--- src/rtl/cdec_bus_pkg.sv ---
// Shared encodings for the CDEC memory-bus sequencer: core ops, FSM states,
// access owner and the value returned when an access times out.
package cdec_bus_pkg;
  typedef enum logic [1:0] {
    OP_IDLE = 2'b00,
    OP_WR   = 2'b01,
    OP_RD   = 2'b10,
    OP_RSV  = 2'b11
  } op_e;

  typedef enum logic [1:0] {
    S_IDLE,
    S_ACCESS,
    S_RESP_CORE,
    S_RESP_DBG
  } state_e;

  typedef enum logic {
    OWN_CORE = 1'b0,
    OWN_DBG  = 1'b1
  } owner_e;

  localparam int              MAX_DW    = 64;
  localparam logic [MAX_DW-1:0] ERR_RDATA = '1;
endpackage

--- src/rtl/cdec_mem_bus_ctrl_if.sv ---
// Core, memory and debug signals of the sequencer. The controller takes the
// slave view; whoever plays core + memory + debugger takes the master view.
interface cdec_mem_bus_ctrl_if #(
  parameter int DW = 8,
  parameter int AW = 8
);
  logic [1:0]    req_rw;
  logic [AW-1:0] req_adrs;
  logic [DW-1:0] req_wdata;
  logic          core_stall;
  logic [DW-1:0] core_rdata;
  logic [AW-1:0] mem_adrs;
  logic [DW-1:0] mem_wdata;
  logic          mem_wr_en;
  logic          mem_rd_en;
  logic [DW-1:0] mem_rdata;
  logic          mem_ready;
  logic          dbg_req;
  logic [AW-1:0] dbg_adrs;
  logic [DW-1:0] dbg_rdata;
  logic          dbg_valid;
  logic          bus_err;
  logic          err_clr;

  modport slave (
    input  req_rw, req_adrs, req_wdata, mem_rdata, mem_ready, dbg_req, dbg_adrs, err_clr,
    output core_stall, core_rdata, mem_adrs, mem_wdata, mem_wr_en, mem_rd_en,
           dbg_rdata, dbg_valid, bus_err
  );

  modport master (
    output req_rw, req_adrs, req_wdata, mem_rdata, mem_ready, dbg_req, dbg_adrs, err_clr,
    input  core_stall, core_rdata, mem_adrs, mem_wdata, mem_wr_en, mem_rd_en,
           dbg_rdata, dbg_valid, bus_err
  );
endinterface

--- src/rtl/cdec_wait_timer.sv ---
// Wait-state down-counter and timeout up-counter for one memory access.
// Both are loaded on access start, advance only while the access runs, and saturate.
module cdec_wait_timer #(
  parameter int WAIT_CYC = 0,
  parameter int TIMEOUT  = 255
) (
  input  logic i_clk,
  input  logic i_rst_n,
  input  logic i_start,
  input  logic i_run,
  output logic o_wait_done,
  output logic o_timed_out
);
  localparam int            TW    = $clog2(TIMEOUT + 1);
  localparam logic [3:0]    WLOAD = 4'(WAIT_CYC);
  // r_tcnt counts completed ACCESS cycles, so the TIMEOUT-th cycle sees TIMEOUT-1
  localparam logic [TW-1:0] TLIM  = TW'(TIMEOUT - 1);

  logic [3:0]    r_wcnt;
  logic [TW-1:0] r_tcnt;

  always_ff @(posedge i_clk) begin
    if (!i_rst_n) begin
      r_wcnt <= '0;
      r_tcnt <= '0;
    end else if (i_start) begin
      r_wcnt <= WLOAD;
      r_tcnt <= '0;
    end else if (i_run) begin
      if (r_wcnt != '0) r_wcnt <= r_wcnt - 4'd1;
      if (r_tcnt != TLIM) r_tcnt <= r_tcnt + TW'(1);
    end
  end

  assign o_wait_done = (r_wcnt == '0);
  assign o_timed_out = (r_tcnt == TLIM);
endmodule

--- src/rtl/cdec_mem_bus_ctrl.sv ---
// Memory-bus sequencer for a CDEC core: wait states, ready handshake with
// timeout, core stall, arbitrated debug read port and a sticky bus error.
module cdec_mem_bus_ctrl
  import cdec_bus_pkg::*;
#(
  parameter int DW       = 8,
  parameter int AW       = 8,
  parameter int WAIT_CYC = 0,
  parameter int TIMEOUT  = 255
) (
  input  logic               clock,
  input  logic               reset_N,
  cdec_mem_bus_ctrl_if.slave bus
);
  state_e        r_state, w_next;
  owner_e        r_owner;
  logic [AW-1:0] r_mem_adrs;
  logic [DW-1:0] r_mem_wdata, r_core_rdata, r_dbg_rdata, w_rdata;
  logic          r_wr_en, r_rd_en, r_bus_err;
  logic          w_core_req, w_accept_core, w_accept_dbg, w_done, w_tmo, w_set_err;
  logic          w_wait_done, w_timed_out;

  assign w_core_req = (bus.req_rw == OP_WR) || (bus.req_rw == OP_RD);

  cdec_wait_timer #(.WAIT_CYC(WAIT_CYC), .TIMEOUT(TIMEOUT)) u_timer (
    .i_clk       (clock),
    .i_rst_n     (reset_N),
    .i_start     (w_accept_core | w_accept_dbg),
    .i_run       (r_state == S_ACCESS),
    .o_wait_done (w_wait_done),
    .o_timed_out (w_timed_out)
  );

  always_ff @(posedge clock) begin
    if (!reset_N) r_state <= S_IDLE;
    else          r_state <= w_next;
  end

  always_comb begin
    w_next        = r_state;
    w_accept_core = 1'b0;
    w_accept_dbg  = 1'b0;
    w_done        = 1'b0;
    w_tmo         = 1'b0;
    w_set_err     = 1'b0;
    case (r_state)
      S_IDLE: begin
        if (w_core_req) begin
          w_accept_core = 1'b1;
          w_next        = S_ACCESS;
        end else if (bus.req_rw == OP_RSV) begin
          w_set_err = 1'b1;
        end else if (bus.dbg_req) begin
          w_accept_dbg = 1'b1;
          w_next       = S_ACCESS;
        end
      end
      S_ACCESS: begin
        // a completing memory wins over a timeout landing in the same cycle
        if (w_wait_done && bus.mem_ready) begin
          w_done = 1'b1;
          w_next = (r_owner == OWN_DBG) ? S_RESP_DBG : S_RESP_CORE;
        end else if (w_timed_out) begin
          w_tmo     = 1'b1;
          w_set_err = 1'b1;
          w_next    = (r_owner == OWN_DBG) ? S_RESP_DBG : S_RESP_CORE;
        end
      end
      default: w_next = S_IDLE;
    endcase
  end

  assign w_rdata = w_done ? bus.mem_rdata : ERR_RDATA[DW-1:0];

  always_ff @(posedge clock) begin
    if (!reset_N) begin
      r_owner      <= OWN_CORE;
      r_mem_adrs   <= '0;
      r_mem_wdata  <= '0;
      r_core_rdata <= '0;
      r_dbg_rdata  <= '0;
      r_wr_en      <= 1'b0;
      r_rd_en      <= 1'b0;
      r_bus_err    <= 1'b0;
    end else begin
      if (w_accept_core) begin
        r_owner     <= OWN_CORE;
        r_mem_adrs  <= bus.req_adrs;
        r_mem_wdata <= bus.req_wdata;
        r_wr_en     <= (bus.req_rw == OP_WR);
        r_rd_en     <= (bus.req_rw == OP_RD);
      end else if (w_accept_dbg) begin
        r_owner    <= OWN_DBG;
        r_mem_adrs <= bus.dbg_adrs;
        r_rd_en    <= 1'b1;
      end else if (w_done || w_tmo) begin
        r_wr_en <= 1'b0;
        r_rd_en <= 1'b0;
        if (r_rd_en) begin
          if (r_owner == OWN_DBG) r_dbg_rdata  <= w_rdata;
          else                    r_core_rdata <= w_rdata;
        end
      end
      if (w_set_err)        r_bus_err <= 1'b1;
      else if (bus.err_clr) r_bus_err <= 1'b0;
    end
  end

  assign bus.core_stall = w_core_req && (r_state != S_RESP_CORE);
  assign bus.core_rdata = r_core_rdata;
  assign bus.mem_adrs   = r_mem_adrs;
  assign bus.mem_wdata  = r_mem_wdata;
  assign bus.mem_wr_en  = r_wr_en;
  assign bus.mem_rd_en  = r_rd_en;
  assign bus.dbg_rdata  = r_dbg_rdata;
  assign bus.dbg_valid  = (r_state == S_RESP_DBG);
  assign bus.bus_err    = r_bus_err;
endmodule

--- src/flat_wrapper.sv ---
// flat-port wrapper written by rule: the top's interface ports become plain ports
module cdec_mem_bus_ctrl_flat import cdec_bus_pkg::*;
#(
  parameter int DW       = 8,
  parameter int AW       = 8,
  parameter int WAIT_CYC = 0,
  parameter int TIMEOUT  = 255
)
  (clock, reset_N, bus_req_rw, bus_req_adrs, bus_req_wdata, bus_mem_rdata, bus_mem_ready, bus_dbg_req, bus_dbg_adrs, bus_err_clr, bus_core_stall, bus_core_rdata, bus_mem_adrs, bus_mem_wdata, bus_mem_wr_en, bus_mem_rd_en, bus_dbg_rdata, bus_dbg_valid, bus_bus_err);
  cdec_mem_bus_ctrl_if #(.DW(DW), .AW(AW)) bus_i ();
  input  logic clock;
  input  logic reset_N;
  input wire logic [$bits(bus_i.req_rw)-1:0] bus_req_rw;
  input wire logic [$bits(bus_i.req_adrs)-1:0] bus_req_adrs;
  input wire logic [$bits(bus_i.req_wdata)-1:0] bus_req_wdata;
  input wire logic [$bits(bus_i.mem_rdata)-1:0] bus_mem_rdata;
  input wire logic [$bits(bus_i.mem_ready)-1:0] bus_mem_ready;
  input wire logic [$bits(bus_i.dbg_req)-1:0] bus_dbg_req;
  input wire logic [$bits(bus_i.dbg_adrs)-1:0] bus_dbg_adrs;
  input wire logic [$bits(bus_i.err_clr)-1:0] bus_err_clr;
  output wire logic [$bits(bus_i.core_stall)-1:0] bus_core_stall;
  output wire logic [$bits(bus_i.core_rdata)-1:0] bus_core_rdata;
  output wire logic [$bits(bus_i.mem_adrs)-1:0] bus_mem_adrs;
  output wire logic [$bits(bus_i.mem_wdata)-1:0] bus_mem_wdata;
  output wire logic [$bits(bus_i.mem_wr_en)-1:0] bus_mem_wr_en;
  output wire logic [$bits(bus_i.mem_rd_en)-1:0] bus_mem_rd_en;
  output wire logic [$bits(bus_i.dbg_rdata)-1:0] bus_dbg_rdata;
  output wire logic [$bits(bus_i.dbg_valid)-1:0] bus_dbg_valid;
  output wire logic [$bits(bus_i.bus_err)-1:0] bus_bus_err;
  assign bus_i.req_rw = bus_req_rw;
  assign bus_i.req_adrs = bus_req_adrs;
  assign bus_i.req_wdata = bus_req_wdata;
  assign bus_i.mem_rdata = bus_mem_rdata;
  assign bus_i.mem_ready = bus_mem_ready;
  assign bus_i.dbg_req = bus_dbg_req;
  assign bus_i.dbg_adrs = bus_dbg_adrs;
  assign bus_i.err_clr = bus_err_clr;
  assign bus_core_stall = bus_i.core_stall;
  assign bus_core_rdata = bus_i.core_rdata;
  assign bus_mem_adrs = bus_i.mem_adrs;
  assign bus_mem_wdata = bus_i.mem_wdata;
  assign bus_mem_wr_en = bus_i.mem_wr_en;
  assign bus_mem_rd_en = bus_i.mem_rd_en;
  assign bus_dbg_rdata = bus_i.dbg_rdata;
  assign bus_dbg_valid = bus_i.dbg_valid;
  assign bus_bus_err = bus_i.bus_err;
  cdec_mem_bus_ctrl #(.DW(DW), .AW(AW), .WAIT_CYC(WAIT_CYC), .TIMEOUT(TIMEOUT)) u_core (.clock(clock), .reset_N(reset_N), .bus(bus_i));
endmodule
--- config.mk ---
export PLATFORM = sky130hd
export DESIGN_NAME = cdec_mem_bus_ctrl_flat
export DESIGN_NICKNAME = d
export VERILOG_FILES = /design/src/rtl/cdec_bus_pkg.sv /design/src/rtl/cdec_mem_bus_ctrl_if.sv /design/src/rtl/cdec_wait_timer.sv /design/src/rtl/cdec_mem_bus_ctrl.sv /design/src/flat_wrapper.sv
export SDC_FILE = /design/constraint.sdc
export NUM_CORES = 1
export LEC_CHECK = 0
export ABC_AREA = 0
export CORE_MARGIN = 4
export CORE_UTILIZATION = 45
export DETAILED_ROUTE_END_ITERATION = 7
export GPL_TIMING_DRIVEN = 0
export PLACE_DENSITY = 0.9
export SLEW_MARGIN = 20
export SYNTH_ARGS = -nofsm -noshare
export SYNTH_HDL_FRONTEND = slang
export SYNTH_HIERARCHICAL = 1
export SYNTH_SLANG_ARGS = --single-unit
--- constraint.sdc ---
create_clock -name clock -period 2.5 [get_ports clock]
set_clock_uncertainty 0.05 [all_clocks]
set_input_delay 0.75 -clock clock [delete_from_list [all_inputs] [get_ports clock]]
set_output_delay 0.75 -clock clock [all_outputs]
set_load 0.005 [all_outputs]
# Word-level counts from Yosys, hierarchy flattened
# Cells that the tools add are included.
word_totals:
  output_inout_bits: 37
  input_bits: 39
  ff_bits: 50
  elab_cells: 80
classes:
  addsub: 2
  bitwise_logic: 5
  eq_ne: 12
  n_mux: 31
  reduce_logical: 19
op_table:
  columns: ["cell", "n"]
  rows:
  - ["$mux 8", 3]
  - ["$mux 1", 21]
  - ["$mux 2", 5]
  - ["$reduce_and 5->1", 2]
  - ["$add 8x1->8 const B", 1]
  - ["$eq 8x8->1 const B", 1]
  - ["$ne 8x8->1 const B", 1]
  - ["$eq 2x2->1 const B", 3]
  - ["$ne 3x2->1 const B", 2]
  - ["$reduce_and 2->1", 3]
  - ["$reduce_bool 2->1", 3]
  - ["$eq 2x1->1 const B", 2]
  - ["$logic_not 4->1", 1]
  - ["$not 1->1", 4]
  - ["$pmux 2 s2", 1]
  - ["$reduce_bool 4->1", 1]
  - ["$reduce_or 2->1", 2]
  - ["$sub 4x1->4 const B", 1]
  - ["$ne 3x1->1 const B", 1]
  - ["$reduce_and 3->1", 1]
  - ["$reduce_bool 3->1", 1]
  - ["$logic_and 1x1->1", 2]
  - ["$logic_not 2->1", 1]
  - ["$logic_or 1x1->1", 2]
  - ["4 further kinds", 4]

# Depth between registers and ports, before layout
# Gate-level depths: netlist of the first run.
depth:
  ltp_word: 8
  ltp_mapped: 9
  depth_no_buf: 8

# Cells and area by module
# Netlist of the first run, hierarchy kept.
by_module_without_submodules:
  columns: ["mod", "seq_area_each_um2", "instances", "area_each_um2", "cells_per_inst"]
  rows:
  - ["cdec_mem_bus_ctrl", 760.7, 1, 1636.6, 164]
  - ["cdec_wait_timer", 240.2, 1, 618.1, 72]

# Least setup slack after synthesis of the first run
# No wires, ideal clock.
synth_timing:
  path_type: "input port to flip-flop"
  from: "input bus_req_rw[0]"
  to: "register u_core.u_timer.r_wcnt[1]"
  cell_stages: 9
  arrival_time_ns: 2.125
  required_ns: 2.359
  setup_slack_ns: 0.234
  n_path_buf: 2
  cell_sequence: "inv_1 ha_1 inv_1 o21ai_0 buf_2 inv_1 nand2b_1 clkbuf_1 a311oi_1"
synth_between:
  elab_chain_len: 6
  elab_cells_between_ends: 11
  cone_classes: "eq/ne: 3; mux: 5; bitwise: 1; reduce/logical: 2"
synth_lines:
  columns: ["element", "line", "source"]
  rows:
  - ["start: declaration", "flat_wrapper.sv:13", "input wire logic [$bits(bus_i.req_rw)-1:0] bus_req_rw;"]
  - ["$eq 2x2->1, or another cell as far along", "cdec_mem_bus_ctrl.sv:51", "end else if (bus.req_rw == OP_RSV) begin"]
  - ["$mux 1 or $logic_or 1x1->1 (tied branches)", "cdec_mem_bus_ctrl.sv:51, cdec_mem_bus_ctrl.sv:23", null]
  - ["$mux 1", "cdec_mem_bus_ctrl.sv:48", "if (w_core_req) begin"]
  - ["$mux 1", "cdec_mem_bus_ctrl.sv:46", "case (r_state)"]
  - ["$or 1x1->1 *", "cdec_mem_bus_ctrl.sv:28", ".i_start (w_accept_core | w_accept_dbg),"]
  - ["$reduce_or 2->1 (no source line) *", null, null]
  - ["end signal: assignment", "cdec_wait_timer.sv:30", "if (r_wcnt != '0) r_wcnt <= r_wcnt - 4'd1;"]
  - ["end: declaration", "cdec_wait_timer.sv:19", "logic [3:0] r_wcnt;"]
# Mark *: on every way between the ends. The rest lies on a longest branch, timed or not.
# A chain may end at the register's enable or synchronous reset.

# Final worst setup path of the first run
layout_timing:
  from: "input bus_req_rw[0]"
  to: "output bus_core_stall"
layout_between:
  elab_chain_len: 3
  elab_cells_between_ends: 4
  cone_classes: "eq/ne: 2; reduce/logical: 2"
layout_lines:
  columns: ["element", "line", "source"]
  rows:
  - ["$eq 2x1->1 or $eq 2x2->1 (tied branches)", "cdec_mem_bus_ctrl.sv:23", "assign w_core_req = (bus.req_rw == OP_WR) || (bus.req_rw == OP_RD);"]
  - ["$logic_or 1x1->1 *", "cdec_mem_bus_ctrl.sv:23", null]
  - ["$logic_and 1x1->1 *", "cdec_mem_bus_ctrl.sv:109", "assign bus.core_stall = w_core_req && (r_state != S_RESP_CORE);"]
  - ["end: declaration", "flat_wrapper.sv:21", "output wire logic [$bits(bus_i.core_stall)-1:0] bus_core_stall;"]
# Marks and branches as above.

==> results.md, run 1 <==
* Synth top area share at 44.4%
* Initial antenna violation count at 0
* Port bufs at 75
* Critical path origin: bus_req_rw[0]
* CTS Buf Count at 5
* Routed Antenna Nets at 0
* Worst path arrival time at 1.66 ns
* Grt total ovfl at 0
* Primary FF master, synth: dfxtp_1
* EDFF count, synth at 0
* Cell with the most instances after synthesis: dfxtp_1
* DP Wirelength at 4110 µm
* Final setup margin at 0.0358 ns
* Synth area leaders: dfxtp_1, o221a_2, nand2_1
* Worst EP required at 1.70 ns
* H-tree depth at 2
* Core area at 4790 µm²
* First-pass GRT wire length at 9200 µm
* Detailed Route WL at 5500 µm
* CP Capture Type: output pin
* Post-synth top cells: dfxtp_1, nand2_1, a21oi_1, o221a_2, inv_1
* Fmax achieved at 406 MHz
* RR Endpoint: u_core/bus.dbg_rdata[5]$_SDFFE_PN0P_
* Endpoints failing setup at 0
* Worst-skew pair later-pin latency at 0.30 ns
* Diode count at 0
* Max-slew violations at 0
* Reg2reg start: u_core/u_timer/r_wcnt[0]$_SDFFE_PP0P_
* Hold Crit Class: reg -> reg
* FF-to-FF setup slack at 0.22 ns
* Final Cycle Share at 98.6%
* Min cycle time layout at 2.46 ns
* Leakage at 1.23 nW
* Unrepaired setup endpoints after global routing: false
* Synth warn at 6
* Post-synthesis cell type count at 48
* Relative slew slack at 57.2%
* Final net count at 363
* Die Wd at 78.8 µm
* Final instance area at 3240 µm²
* Largest net degree at the start of global routing at 17
* Clk slew on worst S/H paths at 0.09 ns
* Post-route DRC at 0
* Placed inst area at 3090 µm²
* Die area at 6210 µm²
* Pwr Density at 562 nW/µm²
* Vias in the first global route at 2046
* Synthesized net count at 281
* Synthesized cell area at 2250 µm²
* Status: complete, no violations
* WS Path Type: in -> out
* Routability cong. at 0.849
* Maximum clock path buffer count at 2
* Worst Setup EP: bus_core_stall
* Startpoint types: input port
* Final hold vios at 0
* Wire per inst at 14.3 µm
* Num ports at 76
* Depth of the most critical reg-to-reg path at 7
* Sequential share of the synthesized area at 44.4%
* Peak supply drop at 407 µV
* DR pass1 iterations at 4
* Aggregate global-route resource usage at 18.3%
* Detailed Route Iter0 Violations at 190
* Cells after Synth at 236
* Clock sink count at 50
* Proportion of layout cells with a drive suffix above 1 at 18.2%
* Post-place setup slack at -0.888 ns
* Vert. Die Dim at 78.8 µm
* Post-synth top area cell: dfxtp_1
* Synth-to-layout area growth at 43.5%
* Worst-Margin Slew at 0.638 ns
* Seq cells post-synth at 50
* Ys async rst share at 0%
* Vias at 2076
* Initial Util at 47.1%
* CTS Root Cell: clkbuf_8
* Vias per cell at 5.38
* CTS tree: yes
* Max Cap Viol at 0
* CP max FO at 10
* Synthesized area per cell at 9.55 µm²
* Cell Rows at 25
[state kept, by name (all words and copies together), names as in the netlist, 2 cells and up]
signal / count
u_core/r_state: 2
u_core/bus.dbg_rdata: 8
u_core/u_timer/r_tcnt: 8
u_core/u_timer/r_wcnt: 4
u_core/bus.mem_adrs: 8
u_core/bus.core_rdata: 8
u_core/bus.mem_wdata: 8
[layout make-up]
class                           instances  area (µm²)
Buffer                                 13        78.8
Clock buffer                            6        82.6
Clock inverter                          2        38.8
Fill cell                             366        1550
Inverter                               12        45.0
Multi-Input combinational cell        161        1160
Sequential cell                        50        1000
Tap cell                               67        83.8
Timing Repair Buffer                   75         748
[routing by layer]
layer	wire, µm	track usage, %	up-vias
li1	-	-	1027
met1	2350	22.2	977
met2	2760	32.3	63
met3	322	3.74	9
met4	68	6.12	0
met5	0	0	-
[placed cells by master (no fill, tap or decap), types with 2 or more instances in the layout]
master and n:
o21ai_0 5, and3_1 3, buf_2 6, clkbuf_1 4
inv_1 10, dfxtp_1 50, or3_1 2, nor2b_1 4
mux2_2 8, ha_1 5, clkdlybuf4s50_1 72, and4_1 2
nand2_1 39, o221a_2 16, nand3_1 7, a211oi_1 4
mux2i_1 10, clkdlybuf4s15_2 2, nor2_1 4, a21oi_1 19
clkbuf_8 6, inv_2 2, nor3_1 5
[metrics by stage]
stage	power [mW]	instances	setup TNS (ns)	utilization, %	hold WS, ns
after floorplan	1.05	236	0	-	0.402
after global placement	1.22	378	-8.72	64.5	0.392
after detailed placement	1.23	378	-10.22	64.5	0.401
after CTS	1.83	386	0	67.6	0.415
after global routing	1.90	386	0	67.6	0.430
final	1.82	386	0	67.6	0.411
[cells by family after synthesis]
logic type	after synthesis	share of synthesized area (%)
compound gates	56	19.3
xor+xnor	1	0.389
fa+ha+maj	6	3.33
buf+inv	25	4.99
flops	50	44.4
mux	18	8.44
simple gates	80	19.2
[where the power goes]
| group | internal [mW] | total [mW] | switching [mW] |
|---|---|---|---|
| Sequential | 0.839 | 0.868 | 0.0299 |
| Clock | 0.329 | 0.602 | 0.273 |
| Combinational | 0.198 | 0.348 | 0.151 |
| Total | 1.37 | 1.82 | 0.453 |
[worst min path at each step]
stage	start	slack (ns)	cells past startpoint	endpoint
after floorplan	u_core/u_timer/r_tcnt[7]$_SDFFE_PP0P_	0.40	1	u_core/u_timer/r_tcnt[7]$_SDFFE_PP0P_
after global placement	u_core/bus.mem_wdata[7]$_SDFFE_PN0N_	0.39	2	u_core/bus.mem_wdata[7]$_SDFFE_PN0N_
after detailed placement	u_core/bus.mem_wdata[2]$_SDFFE_PN0N_	0.40	2	u_core/bus.mem_wdata[2]$_SDFFE_PN0N_
after CTS	u_core/bus.mem_wdata[2]$_SDFFE_PN0N_	0.41	2	u_core/bus.mem_wdata[2]$_SDFFE_PN0N_
after global routing	u_core/bus.mem_wdata[2]$_SDFFE_PN0N_	0.43	2	u_core/bus.mem_wdata[2]$_SDFFE_PN0N_
final	u_core/bus.mem_adrs[3]$_SDFFE_PN0P_	0.41	2	u_core/bus.mem_adrs[3]$_SDFFE_PN0P_
[worst max-delay path, cell delays in order]
cell and delay, ns:
clkdlybuf4s15_2 0.21, inv_2 0.05, ha_4 0.26, buf_8 0.15, a21oi_2 0.12, buf_2 0.13
[what timing repair did]
item	in CTS	in global routing
resized for setup	16	2
endpoints found under the setup margin	13	10
buffers inserted	0	0
hold buffers	0	0
cloned	0	0
endpoints found under the hold margin	0	0
No activity file was read; power rests on OpenSTA's default activity.
==> run 2, diff against run 1 <==
CORE_ASPECT_RATIO = 1.4   (was unset)
GPL_ROUTABILITY_DRIVEN = 0   (was unset)
==> results.md, run 2 (same netlist as run 1, synthesis figures left out) <==
* Status: complete, no violations (unchanged)
* Startpoint types: input port (unchanged)
* Maximum clock path buffer count at 2 (unchanged)
* Final Cycle Share at 97.3% (was 98.6%)
* Vias in the first global route at 1956 (was 2046)
* Pwr Density at 580 nW/µm² (was 562 nW/µm²)
* Worst path arrival time at 1.63 ns (was 1.66 ns)
* Detailed Route WL at 5530 µm (was 5500 µm)
* Non-filler cells in the finished layout at 383 (was 386)
* Peak supply drop at 447 µV (was 407 µV)
* Final Util at 67.1% (was 67.6%)
* First-pass GRT wire length at 9000 µm (was 9200 µm)
* Leakage at 1.24 nW (was 1.23 nW)
* Die area at 6220 µm² (was 6210 µm²)
* CTS tree: yes (unchanged)
* Vert. Die Dim at 91.8 µm (was 78.8 µm)
* CTS Buf Count at 5 (unchanged)
* Max-slew violations at 0 (unchanged)
* Worst EP required at 1.70 ns (about the same)
* DR pass1 iterations at 4 (unchanged)
* Worst-skew pair later-pin latency at 0.31 ns (was 0.30 ns)
* Filler instances at 364 (was 366)
* Largest net degree at the start of global routing at 17 (unchanged)
* Wire per inst at 14.4 µm (was 14.3 µm)
* Grt total ovfl at 0 (unchanged)
* Post-route DRC at 0 (unchanged)
* Final hold vios at 0 (unchanged)
* Num ports at 76 (unchanged)
* DP Wirelength at 4120 µm (was 4110 µm)
* Proportion of layout cells with a drive suffix above 1 at 17.9% (was 18.2%)
* Max Cap Viol at 0 (unchanged)
* Relative slew slack at 56.5% (was 57.2%)
* Min cycle time layout at 2.43 ns (was 2.46 ns)
* WS Path Type: in -> out (unchanged)
* Hold Crit Class: reg -> reg (unchanged)
* CP Capture Type: output pin (unchanged)
* DP Cell Count at 375 (was 378)
* Routed Antenna Nets at 0 (unchanged)
* Core area at 4840 µm² (was 4790 µm²)
* Initial Util at 46.6% (was 47.1%)
* Diode count at 0 (unchanged)
* Clock sink count at 50 (unchanged)
* H-tree depth at 2 (unchanged)
* Unrepaired setup endpoints after global routing: false (unchanged)
* CP max FO at 10 (unchanged)
* Fmax achieved at 411 MHz (was 406 MHz)
* FF-to-FF setup slack at 0.25 ns (was 0.22 ns)
* Port bufs at 75 (unchanged)
* Synth-to-layout area growth at 44.1% (was 43.5%)
* Commonest cells after routing, fill and taps aside: clkdlybuf4s50_1, dfxtp_1, nand2_1 (unchanged)
* Most common cell after layout, fill and taps aside: clkdlybuf4s50_1 (unchanged)
* Final net count at 363 (unchanged)
* # hold bufs at CTS at 0 (unchanged)
* Clk slew on worst S/H paths at 0.08 ns (was 0.09 ns)
* Aggregate global-route resource usage at 18.7% (was 18.3%)
* Worst-Margin Slew at 0.649 ns (was 0.638 ns)
* Vias at 2091 (was 2076)
* Cell Rows at 30 (was 25)
* Initial antenna violation count at 0 (unchanged)
* CTS Root Cell: clkbuf_8 (unchanged)
* Detailed Route Iter0 Violations at 141 (was 190)
* Endpoints failing setup at 0 (unchanged)
* Vias per cell at 5.46 (was 5.38)
* Die Wd at 67.8 µm (was 78.8 µm)
-- run 2: cell count changes in the layout (fill, tap and decap cells not counted) --
cell,change
bufinv_16,+1
clkinv_4,+1
clkbuf_4,+1
inv_6,-1
buf_2,-1
clkdlybuf4s15_2,-1
clkdlybuf4s15_1,+1
clkbuf_8,-1
-- run 2: layer usage --
metal | track usage [%] | vias up | wire [µm]
li1 | - | 1020 | -
met1 | 22.2 | 1014 | 2180
met2 | 31.9 | 50 | 2990
met3 | 3.31 | 7 | 251
met4 | 8.46 | 0 | 115
met5 | 0 | - | 0
-- run 2: power breakdown --
group | total [mW] | switching, mW | internal [mW] | leakage, nW
logic | 0.350 | 0.151 | 0.199 | 0.761
registers | 0.869 | 0.0300 | 0.839 | 0.407
clock network | 0.666 | 0.265 | 0.401 | 0.0683
-- run 2: layout make-up --
cell class | count | area [µm²] | share of cell area [%]
Buffer | 13 | 81.3 | 2.50
Sequential cell | 50 | 1000 | 30.8
Clock buffer | 5 | 68.8 | 2.12
Multi-Input combinational cell | 161 | 1160 | 35.6
Clock inverter | 3 | 68.8 | 2.12
Tap cell | 64 | 80.1 | 2.46
Inverter | 12 | 45.0 | 1.39
Timing Repair Buffer | 75 | 747 | 23.0
-- run 2: worst max-delay path, cell delays in order --
cell and delay, ns:
clkdlybuf4s15_2 0.20, inv_2 0.05, ha_4 0.25, buf_8 0.15
a21oi_2 0.11, buf_2 0.12
-- run 2: metrics by stage --
stage	TNS, ns	power (mW)	cell area [µm²]	hold WS [ns]	setup slack, ns
2_1_floorplan	0	1.05	2250	0.402	0.234
3_3_place_gp	-9.10	1.22	3090	0.391	-0.870
3_5_place_dp	-9.89	1.23	3090	0.398	-0.864
4_1_cts	0	1.90	3250	0.411	0.0634
5_1_grt	0	1.96	3250	0.432	0.00451
6_report	0	1.88	3250	0.407	0.0668
-- run 2: worst paths after layout --
check | depth (start not counted) | end | start
min reg2reg | 2 | u_core/bus.mem_wdata[3]$_SDFFE_PN0N_ | u_core/bus.mem_wdata[3]$_SDFFE_PN0N_
max | 6 | bus_core_stall | bus_req_rw[0]
min | 2 | u_core/bus.mem_wdata[3]$_SDFFE_PN0N_ | u_core/bus.mem_wdata[3]$_SDFFE_PN0N_
max reg2reg | 7 | u_core/bus.dbg_rdata[6]$_SDFFE_PN0P_ | u_core/u_timer/r_wcnt[0]$_SDFFE_PP0P_
-- run 2: what timing repair did --
action                     in CTS  in global routing
pin swaps                       0                  0
setup buffers                   0                  0
gates resized for setup        15                  3
setup endpoints to repair      13                  2
